### src/rtl/jt5205_adpcm_mc.sv
// Multi-channel OKI/MSM5205-style ADPCM decoder. All channels share one serial
// shift-add datapath: a nibble is accepted in IDLE, multiplied by the channel's
// step size over 3 (4-bit) or 2 (3-bit) MUL cycles, then accumulated in UPD.
module jt5205_adpcm_mc #(
  parameter int CH   = 4,
  parameter int OW   = 12,
  parameter int REST = -2,
  parameter int CW   = (CH > 1) ? $clog2(CH) : 1
) (
  input  logic             clk,
  input  logic             rst,
  input  logic             din_valid,
  output logic             din_ready,
  input  logic [CW-1:0]    din_ch,
  input  logic [3:0]       din,
  input  logic [CH-1:0]    mode,
  input  logic [CH-1:0]    clr,
  output logic             snd_valid,
  output logic [CW-1:0]    snd_ch,
  output logic [OW-1:0]    snd,
  output logic [CH*OW-1:0] snd_all
);

  localparam logic signed [OW-1:0] REST_V = OW'(REST);
  localparam logic signed [OW+1:0] SMAX   = (OW+2)'((2 ** (OW - 1)) - 1);
  localparam logic signed [OW+1:0] SMIN   = -(OW+2)'(2 ** (OW - 1));

  typedef enum logic [1:0] {ST_IDLE = 2'd0, ST_MUL = 2'd1, ST_UPD = 2'd2} state_t;

  // MSM5205 step table (12-bit scale)
  function automatic logic [10:0] step_tbl(input logic [5:0] i);
    case (i)
      6'd0:  step_tbl = 11'd16;   6'd1:  step_tbl = 11'd17;   6'd2:  step_tbl = 11'd19;
      6'd3:  step_tbl = 11'd21;   6'd4:  step_tbl = 11'd23;   6'd5:  step_tbl = 11'd25;
      6'd6:  step_tbl = 11'd28;   6'd7:  step_tbl = 11'd31;   6'd8:  step_tbl = 11'd34;
      6'd9:  step_tbl = 11'd37;   6'd10: step_tbl = 11'd41;   6'd11: step_tbl = 11'd45;
      6'd12: step_tbl = 11'd50;   6'd13: step_tbl = 11'd55;   6'd14: step_tbl = 11'd60;
      6'd15: step_tbl = 11'd66;   6'd16: step_tbl = 11'd73;   6'd17: step_tbl = 11'd80;
      6'd18: step_tbl = 11'd88;   6'd19: step_tbl = 11'd97;   6'd20: step_tbl = 11'd107;
      6'd21: step_tbl = 11'd118;  6'd22: step_tbl = 11'd130;  6'd23: step_tbl = 11'd143;
      6'd24: step_tbl = 11'd157;  6'd25: step_tbl = 11'd173;  6'd26: step_tbl = 11'd190;
      6'd27: step_tbl = 11'd209;  6'd28: step_tbl = 11'd230;  6'd29: step_tbl = 11'd253;
      6'd30: step_tbl = 11'd279;  6'd31: step_tbl = 11'd307;  6'd32: step_tbl = 11'd337;
      6'd33: step_tbl = 11'd371;  6'd34: step_tbl = 11'd408;  6'd35: step_tbl = 11'd449;
      6'd36: step_tbl = 11'd494;  6'd37: step_tbl = 11'd544;  6'd38: step_tbl = 11'd598;
      6'd39: step_tbl = 11'd658;  6'd40: step_tbl = 11'd724;  6'd41: step_tbl = 11'd796;
      6'd42: step_tbl = 11'd876;  6'd43: step_tbl = 11'd963;  6'd44: step_tbl = 11'd1060;
      6'd45: step_tbl = 11'd1166; 6'd46: step_tbl = 11'd1282; 6'd47: step_tbl = 11'd1411;
      default: step_tbl = 11'd1552;
    endcase
  endfunction

  state_t                 state_q;
  logic                   ready_q, valid_q, sign_q, drop_q;
  logic [1:0]             cnt_q;
  logic [2:0]             f_q;
  logic [OW:0]            q_q, d_q;
  logic [5:0]             nidx_q;
  logic [CW-1:0]          ch_q, snd_ch_q;
  logic signed [OW-1:0]   snd_q;
  logic [5:0]             idx_q [CH];
  logic signed [OW-1:0]   acc_q [CH];

  logic [5:0]             idx_in_d;
  logic                   mode_in_d, clr_in_d, clr_fly_d, ch_ok_d, upd_we_d;
  logic [OW:0]            step_d;
  logic signed [6:0]      nidx_raw_d;
  logic [5:0]             nidx_d;
  logic signed [OW-1:0]   acc_sel_d, acc_new_d;
  logic signed [OW+1:0]   sum_d, q_ext_d;

  // Channel lookups for the incoming nibble and for the nibble in flight
  always_comb begin
    idx_in_d  = 6'd0;
    mode_in_d = 1'b0;
    clr_in_d  = 1'b0;
    clr_fly_d = 1'b0;
    ch_ok_d   = 1'b0;
    acc_sel_d = REST_V;
    for (int c = 0; c < CH; c++) begin
      if (din_ch == CW'(c)) begin
        idx_in_d  = idx_q[c];
        mode_in_d = mode[c];
        clr_in_d  = clr[c];
      end
      if (ch_q == CW'(c)) begin
        clr_fly_d = clr[c];
        ch_ok_d   = 1'b1;
        acc_sel_d = acc_q[c];
      end
    end
  end

  // Step size and clamped next index for the incoming nibble
  always_comb begin
    step_d     = (OW+1)'(step_tbl(idx_in_d)) << (OW - 12);
    nidx_raw_d = $signed({1'b0, idx_in_d});
    if (mode_in_d) begin
      if (din[1]) nidx_raw_d = nidx_raw_d + (din[0] ? 7'sd4 : 7'sd2);
      else        nidx_raw_d = nidx_raw_d - 7'sd1;
    end else begin
      if (din[2]) begin
        case (din[1:0])
          2'd0:    nidx_raw_d = nidx_raw_d + 7'sd2;
          2'd1:    nidx_raw_d = nidx_raw_d + 7'sd4;
          2'd2:    nidx_raw_d = nidx_raw_d + 7'sd6;
          default: nidx_raw_d = nidx_raw_d + 7'sd8;
        endcase
      end else begin
        nidx_raw_d = nidx_raw_d - 7'sd1;
      end
    end
    if (nidx_raw_d < 7'sd0)       nidx_d = 6'd0;
    else if (nidx_raw_d > 7'sd48) nidx_d = 6'd48;
    else                          nidx_d = nidx_raw_d[5:0];
  end

  // Saturating accumulate of the finished product
  always_comb begin
    q_ext_d = $signed({1'b0, q_q});
    if (sign_q) sum_d = {{2{acc_sel_d[OW-1]}}, acc_sel_d} - q_ext_d;
    else        sum_d = {{2{acc_sel_d[OW-1]}}, acc_sel_d} + q_ext_d;
    if (sum_d > SMAX)      acc_new_d = SMAX[OW-1:0];
    else if (sum_d < SMIN) acc_new_d = SMIN[OW-1:0];
    else                   acc_new_d = sum_d[OW-1:0];
    upd_we_d = (state_q == ST_UPD) && ch_ok_d && !drop_q && !clr_fly_d;
  end

  // Sequencer FSM and shared shift-add datapath
  always_ff @(posedge clk or posedge rst) begin
    if (rst) begin
      state_q  <= ST_IDLE;
      ready_q  <= 1'b0;
      valid_q  <= 1'b0;
      snd_q    <= REST_V;
      snd_ch_q <= '0;
      ch_q     <= '0;
      sign_q   <= 1'b0;
      drop_q   <= 1'b0;
      cnt_q    <= 2'd0;
      f_q      <= 3'd0;
      q_q      <= '0;
      d_q      <= '0;
      nidx_q   <= 6'd0;
    end else begin
      valid_q <= 1'b0;
      case (state_q)
        ST_IDLE: begin
          ready_q <= 1'b1;
          if (din_valid && ready_q) begin
            state_q <= ST_MUL;
            ready_q <= 1'b0;
            ch_q    <= din_ch;
            d_q     <= step_d;
            nidx_q  <= nidx_d;
            drop_q  <= clr_in_d;
            if (mode_in_d) begin
              q_q    <= step_d >> 2;
              f_q    <= {din[1:0], 1'b0};
              sign_q <= din[2];
              cnt_q  <= 2'd2;
            end else begin
              q_q    <= step_d >> 3;
              f_q    <= din[2:0];
              sign_q <= din[3];
              cnt_q  <= 2'd3;
            end
          end
        end
        ST_MUL: begin
          if (f_q[2]) q_q <= q_q + d_q;
          d_q   <= d_q >> 1;
          f_q   <= {f_q[1:0], 1'b0};
          cnt_q <= cnt_q - 2'd1;
          if (clr_fly_d) drop_q <= 1'b1;
          if (cnt_q == 2'd1) state_q <= ST_UPD;
        end
        ST_UPD: begin
          state_q <= ST_IDLE;
          ready_q <= 1'b1;
          if (upd_we_d) begin
            valid_q  <= 1'b1;
            snd_q    <= acc_new_d;
            snd_ch_q <= ch_q;
          end
        end
        default: begin
          state_q <= ST_IDLE;
          ready_q <= 1'b0;
        end
      endcase
    end
  end

  // Per-channel index and sample state; clear wins over a same-edge update
  always_ff @(posedge clk or posedge rst) begin
    if (rst) begin
      for (int c = 0; c < CH; c++) begin
        idx_q[c] <= 6'd0;
        acc_q[c] <= REST_V;
      end
    end else begin
      for (int c = 0; c < CH; c++) begin
        if (clr[c]) begin
          idx_q[c] <= 6'd0;
          acc_q[c] <= REST_V;
        end else if (upd_we_d && (ch_q == CW'(c))) begin
          idx_q[c] <= nidx_q;
          acc_q[c] <= acc_new_d;
        end else begin
          idx_q[c] <= idx_q[c];
          acc_q[c] <= acc_q[c];
        end
      end
    end
  end

  for (genvar g = 0; g < CH; g++) begin : g_all
    assign snd_all[g*OW +: OW] = acc_q[g];
  end

  assign din_ready = ready_q;
  assign snd_valid = valid_q;
  assign snd_ch    = snd_ch_q;
  assign snd       = snd_q;

endmodule

### config.mk
export PLATFORM = sky130hd
export DESIGN_NAME = jt5205_adpcm_mc
export DESIGN_NICKNAME = d
export VERILOG_FILES = /design/src/rtl/jt5205_adpcm_mc.sv
export SDC_FILE = /design/constraint.sdc
export NUM_CORES = 1
export LEC_CHECK = 0
export CORE_MARGIN = 5
export CORE_UTILIZATION = 58
export DETAILED_ROUTE_END_ITERATION = 16
export DONT_BUFFER_PORTS = 1
export PLACE_DENSITY = 0.78
export SLEW_MARGIN = 0
export SYNTH_ARGS = -nofsm -noshare
export SYNTH_HDL_FRONTEND = slang
export SYNTH_SLANG_ARGS = --single-unit
### constraint.sdc
create_clock -name clk -period 4.1 [get_ports clk]
set_input_delay 0.615 -clock clk [delete_from_list [all_inputs] [get_ports clk]]
set_output_delay 0.615 -clock clk [all_outputs]
set_load 0.01 [all_outputs]
; ---- Word level (Yosys, flattened, before mapping)
; Memories as Yosys holds them, arrays and structs flattened.
; Index checks and enable logic that the tools add are counted.
[totals]
romBits = 704
out_inout_bits = 64
wordCells = 149
inputBits = 17
register_bits = 131
mem_count = 1
[op_classes]
reduce_logical = 25
addsub = 10
magnitude_cmp = 4
n_eq_ne = 15
muxes = 73
[mem_list]
columns = memory, depth, width, rd, rd_ports_with_merged_regs, wr, line
row1 = (no name shown), 64, 11, 1, 0, 0, 32  ; case (i)
[ops]
columns = op, n
row1 = 12-bit 2-to-1 mux, 14
row2 = 6-bit 2-to-1 mux, 14
row3 = 13-bit one-hot mux with 2 select lines, 2
row4 = 13-bit 2-to-1 mux, 3
row5 = 1-bit 2-to-1 mux, 23
row6 = 7-bit 2-to-1 mux, 3
row7 = 7-bit one-hot mux with 3 select lines, 1
row8 = 14-bit by 13-bit adder with 14-bit output, 1
row9 = "6-bit by 3-bit adder with 7-bit output, second input constant", 2
row10 = "14-bit by 12-bit > comparator with 1-bit output, second input constant", 1
row11 = "14-bit by 12-bit < comparator with 1-bit output, second input constant", 1
row12 = 14-bit 2-to-1 mux, 1
row13 = 14-bit by 13-bit subtractor with 14-bit output, 1
row14 = 13-bit adder, 1
row15 = "2-bit equality test, second input constant", 6
row16 = "2-bit by 1-bit equality test with 1-bit output, second input constant", 5
row17 = 2-bit nonzero test, 5
row18 = 3-bit 2-to-1 mux, 3
row19 = 9-bit 2-to-1 mux, 1
row20 = 1-bit logical AND, 8
row21 = 2-bit zero test, 4
row22 = "2-bit inequality test, second input constant", 4
row23 = 2-bit one-hot mux with 2 select lines, 2
row24 = 2-bit AND reduction, 4
row25 = 13 further kinds, 17

; ---- Depth between registers and ports, before layout
[depth]
word_depth = 12
depth_mapped = 16
mapped_depth_nobuf = 14

; ---- Worst setup path before layout
; Ideal clock, no wire load.
[synth_path]
path_kind = flip-flop to flip-flop
from = register ch_q[0]
to = register acc_q (netlist bit snd_all[12])
setup_time_ns = 0.127
path_slack_ns = 0.128
stages_incl_launch_ff = 17
t_arrival_ns = 3.845
path_buffers = 3
t_required_ns = 3.973
period_less_slack_ns = 3.972
cell_sequence = dfrtp_1 > buf_1 > clkbuf_1 > mux4_2 > inv_1 > ha_1 > inv_1 > fa_1 > a21o_1 > a41oi_1 > nand3_1 > and2_1 > a311oi_1 > a211o_1 > and2_1 > buf_2 > a21oi_1
[synth_via]
elab_chain_len = 12
elab_cells_between_ends = 31
cone_classes = add/sub (2) / order compare (2) / eq/ne (3) / mux (17) / reduce/logical (7)
[synth_rtl]
columns = element, line
row1 = start: declaration, 59  ; logic [CW-1:0] ch_q, snd_ch_q;
row2 = start signal: assignment, 153  ; ch_q <= din_ch;
row3 = 2-bit zero test, 86  ; if (ch_q == CW'(c)) begin
row4 = 12-bit 2-to-1 mux (4 in series), 86
row5 = 14-bit by 13-bit adder with 14-bit output / 14-bit by 13-bit subtractor with 14-bit output (equally long branches), "122, 121"
row6 = 14-bit 2-to-1 mux, 121  ; if (sign_q) sum_d = {{2{acc_sel_d[OW-1]}}, acc_sel_d} - q_ext_d;
row7 = 14-bit by 12-bit < comparator with 1-bit output, 124  ; else if (sum_d < SMIN) acc_new_d = SMIN[OW-1:0];
row8 = 12-bit 2-to-1 mux, 124
row9 = 12-bit 2-to-1 mux, 123  ; if (sum_d > SMAX) acc_new_d = SMAX[OW-1:0];
row10 = 12-bit 2-to-1 mux, 207  ; end else if (upd_we_d && (ch_q == CW'(c))) begin
row11 = 12-bit 2-to-1 mux, 204  ; if (clr[c]) begin
row12 = end signal: indexed assignment, 209  ; acc_q[c] <= acc_new_d;
row13 = end signal: indexed assignment, 212  ; acc_q[c] <= acc_q[c];
row14 = end: declaration, 62  ; logic signed [OW-1:0] acc_q [CH];
; Several ways; a longest one is shown, not always the timed one. The select of a mux whose other input is x is not followed.
; A chain may end at the register's enable or synchronous reset.

; ---- Final worst setup path
[layout_path]
from = register q_q[3]
to = register snd_q[6] (netlist: snd[6])
[layout_via]
elab_chain_len = 5
elab_cells_between_ends = 7
cone_classes = add/sub (2) / order compare (2) / mux (3)
[layout_rtl]
columns = element, line
row1 = start: declaration, 57  ; logic [OW:0] q_q, d_q;
row2 = start signal: assignment, 158  ; q_q <= step_d >> 2;
row3 = start signal: assignment, 163  ; q_q <= step_d >> 3;
row4 = start signal: assignment, 171  ; if (f_q[2]) q_q <= q_q + d_q;
row5 = 14-bit by 13-bit adder with 14-bit output / 14-bit by 13-bit subtractor with 14-bit output (equally long branches), "122, 121"
row6 = 14-bit 2-to-1 mux (*), 121
row7 = 14-bit by 12-bit < comparator with 1-bit output, 124
row8 = 12-bit 2-to-1 mux, 124
row9 = 12-bit 2-to-1 mux (*), 123
row10 = end signal: assignment, 183  ; snd_q <= acc_new_d;
row11 = end: declaration, 60  ; logic signed [OW-1:0] snd_q;
; Every way passes the cells marked *; elsewhere a longest branch is shown, timed or not.

==> qor_table.md <==
| Quantity | This run |
| --- | --- |
| Wire length of the first global-routing pass | 37.9 mm |
| Antenna-violating nets left | 0 |
| Total die area | 17,000 sq um |
| Crit. End Element | flop |
| Reported max-cap violation count | 0 |
| Number of clock sinks | 129 |
| Total grt overflow | 0 |
| WP data required | 4.42 ns |
| Detail Placement HPWL | 16.0 mm |
| CTS tree | done |
| Final RePlAce weighted congestion | 0.890 |
| Number of unique standard cell types used by synthesis | 75 |
| Initial antenna violation count | 0 |
| Combined global-route utilization of all metal layers | 0.283 |
| Worst slew margin | 0.285 |
| Commonest cells after routing, fill and taps aside | sky130_fd_sc_hd__nand2_1 (106), sky130_fd_sc_hd__a21oi_1 (101), sky130_fd_sc_hd__nor2_1 (87) |
| Iteration count of the initial detailed-routing pass | 6 |
| Clock tree root buffer cell | sky130_fd_sc_hd__clkbuf_16 |
| Core area | 14,400 sq um |
| Async set-reset flop share out of synthesis | 1.00 |
| H-tree levels | 4 |
| RR Endpoint | snd[6]$_DFFE_PP1P_ |
| Area share of the largest cell type after synthesis | 0.220 |
| Total Nets Final | 970 |
| Switch Pwr | 2.89 mW |
| Clock slew at reported path FFs | 0.06 ns |
| Cell area power density | 702 nW/um^2 |
| Number of instances on the worst hold path | 2 |
| Leading register cell type out of synthesis | sky130_fd_sc_hd__dfrtp_1 |
| Setup Fix Bufs, Post-CTS | 0 |
| Final hold slack | 0.300 ns |
| Warning count from the yosys run | 0 |
| P_int | 3.56 mW |
| Average instance area after synthesis | 9.06 sq um |
| CTS Buffer Depth | 2 |
| Number of cells produced by synthesis | 931 |
| Worst setup slack for register-to-register paths | 0.29 ns |
| Count of flip-flops with a built-in enable after synthesis | 0 |
| Clk pwr share | 0.235 |
| CP Launch Point | q_q[3]$_DFFE_PP0P_ |
| Synthesized netlist net count | 992 |
| Io pins | 81 |
| Type of origin of the critical path | flop |
| Placed instance count | 1,074 |
| Final critical-path required period | 3.81 ns |
| Upper clock frequency limit | 0.263 GHz |
| Largest cells by area after synthesis | sky130_fd_sc_hd__dfrtp_1 (22%), sky130_fd_sc_hd__dfstp_2 (17%), sky130_fd_sc_hd__a21oi_1 (6.0%) |
| Final setup violation count | 0 |
| Critical Setup Path Class | reg -> reg |
| Post-CTS sizing | 0 |
| Layout filler cell count | 1,143 |
| Source-to-sink clock delay at the later pin of the worst-skew pair | 0.42 ns |
| Worst min-delay path startpoint | din_ch[1] |
| Share of power burned in registers | 0.273 |
| Height of the die | 131 um |
| Initial standard-cell utilization of the core | 0.587 |
| Multi-input logic area | 4780 sq um |
| Wire length per cell | 20.7 um |
| Dominant cell type by area after synthesis | sky130_fd_sc_hd__dfrtp_1 |
| Combined area of all synthesized cells | 8430 sq um |
| DRC violation count after routing | 0 |
| Fraction of the cycle the final worst path needs | 0.929 |
| Width of the die | 131 um |
| Drt first-iter violations | 716 |
| Maximum number of pins on one net before global-route repair | 90 |
| Final Max Tran Viols | 0 |
| Largest fanout on the critical path | 7 |
| Placed standard-cell area | 8560 sq um |
| Final Hold Vio Count | 0 |
| Class of the tightest hold or removal check | in -> reg |
| Wirelength, routed | 22.9 mm |
| Layout Skew | 0.00835 ns |
| Worst voltage drop across the vdd grid | 0.000564 V |
| Row cnt | 44 |
| Number of non-filler instances in the completed layout | 1,106 |
| Number of global-route vias before repair | 7,175 |
| Ratio of cells with drive above 1 in the final layout | 0.164 |
| Share of the yosys chip area belonging to registers | 0.391 |
| Sw Ratio | 0.448 |
| Worst r2r path cells | 14 |
| Actual slew at the worst max-slew pin | 1.07 ns |
| Cts hold-fix bufs | 0 |
| Inserted Diodes | 0 |
| Reg-to-reg critical path startpoint | q_q[3]$_DFFE_PP0P_ |
| Sequential standard cell area | 3300 sq um |
| FF+latch count, synth | 129 |
| Count of vias placed by the detailed router | 7,239 |
| Status | complete, no violations |
| Summed area of non-filler cells in the final layout | 9180 sq um |
| Reported leakage power | 3.71 nW |
| Buffers on Ports | 0 |
| Number of vias per cell after detailed routing | 6.55 |
| Endpoint with the worst hold slack | ch_q[1]$_DFFE_PP0P_ |
| Comb pwr share | 0.492 |
| CTS Buf Count | 17 |
| Data arrival time at the worst-slack endpoint | 4.13 ns |
| Most common cell after layout, fill and taps aside | sky130_fd_sc_hd__nand2_1 |
| Layout-stage area growth over the synthesis result | 8.92% |
through the flow:
stage	util	setup WS [ns]	TNS [ns]	power [mW]
CTS	0.636	0.0636	0	6.28
floorplan	-	0.128	0	3.97
detailed placement	0.596	0.153	0	4.74
finish	0.639	0.291	0	6.44
global placement	0.596	0.201	0	4.69
global route	0.639	-0.00450	-0.00746	6.84
final cells by class:
cell class | count | share of cell area
Clock inverter | 13 | 0.0164
Tap cell | 184 | 0.0251
Inverter | 40 | 0.0166
Timing Repair Buffer | 17 | 0.0153
Clock buffer | 19 | 0.0471
Multi-Input combinational cell | 704 | 0.520
Sequential cell | 129 | 0.359
cells in the mapped netlist (all sizes together), types with 5 or more instances:
cell type	instances
nand2	106
a21oi	101
nor2	87
o21ai	82
dfrtp	74
dfstp	55
ha	40
inv	37
buf	29
clkbuf	29
nor3	26
xnor2	25
mux4	19
mux2i	17
and2	13
nand3	13
nand2b	11
a22oi	10
o22a	10
a31oi	9
o211ai	9
xor2	9
o21a	8
a211oi	7
mux2	6
o22ai	6
a21o	5
a311oi	5
and3	5
nor2b	5
o31a	5
or2	5
per-layer routing:
layer  vias to the layer above  wire length, um  GRT usage
met4                         0              706      0.116
met5                         -                0          0
li1                       3325                -          -
met3                        59             2070     0.0650
met1                      3473             9100      0.370
met2                       382            11000      0.457
how the worst max path moves through the flow:
stage	end
floorplan	snd_all[12]$_DFFE_PP0P_
global placement	snd_all[24]$_DFFE_PP0P_
detailed placement	snd_all[24]$_DFFE_PP0P_
CTS	snd_all[24]$_DFFE_PP0P_
global route	snd[6]$_DFFE_PP1P_
finish	snd[6]$_DFFE_PP1P_
flip-flops by register name, summed over array words and instances, names as in the netlist, 2 cells and up:
signal	flops
d_q	11
state_q	2
f_q	3
snd_all	48
nidx_q	6
cnt_q	2
ch_q	2
q_q	13
snd	12
idx_q	24
snd_ch	2
critical path, cell delays in order, from the launching register on:
cell                        delay (ns)
sky130_fd_sc_hd__dfrtp_1          0.45
sky130_fd_sc_hd__nor3_1           0.31
sky130_fd_sc_hd__and4_1           0.33
sky130_fd_sc_hd__a21oi_1          0.11
sky130_fd_sc_hd__xnor2_1          0.16
sky130_fd_sc_hd__ha_1             0.24
sky130_fd_sc_hd__a211oi_1         0.34
sky130_fd_sc_hd__o21a_1           0.19
sky130_fd_sc_hd__nor3_1           0.07
sky130_fd_sc_hd__a2111oi_2        0.43
sky130_fd_sc_hd__o21a_1           0.26
sky130_fd_sc_hd__o22ai_2          0.15
sky130_fd_sc_hd__buf_4            0.20
sky130_fd_sc_hd__o21ai_1          0.30
sky130_fd_sc_hd__mux2i_1          0.16
power groups by stage:
stage / Combinational, mW / Sequential, mW / Clock (mW)
detailed placement: 2.96 / 1.78 / 0
finish: 3.17 / 1.76 / 1.51
global route: 3.47 / 1.79 / 1.59
floorplan: 2.30 / 1.68 / 0
CTS: 3.00 / 1.76 / 1.52
global placement: 2.92 / 1.77 / 0
kinds of logic (layout without fill, tap and decap cells):
kind of cell,count (synthesis),in the layout,share of synthesized area
AO/OA/AOI/OAI,294,294,0.215
buffers and inverters,98,89,0.0484
flip-flops,129,129,0.391
adder cells (fa/ha/maj),44,44,0.0689
multiplexers,42,42,0.0827
AND/OR/NAND/NOR,290,290,0.158
XOR/XNOR,34,34,0.0353
No activity file was read; power rests on OpenSTA's default activity.
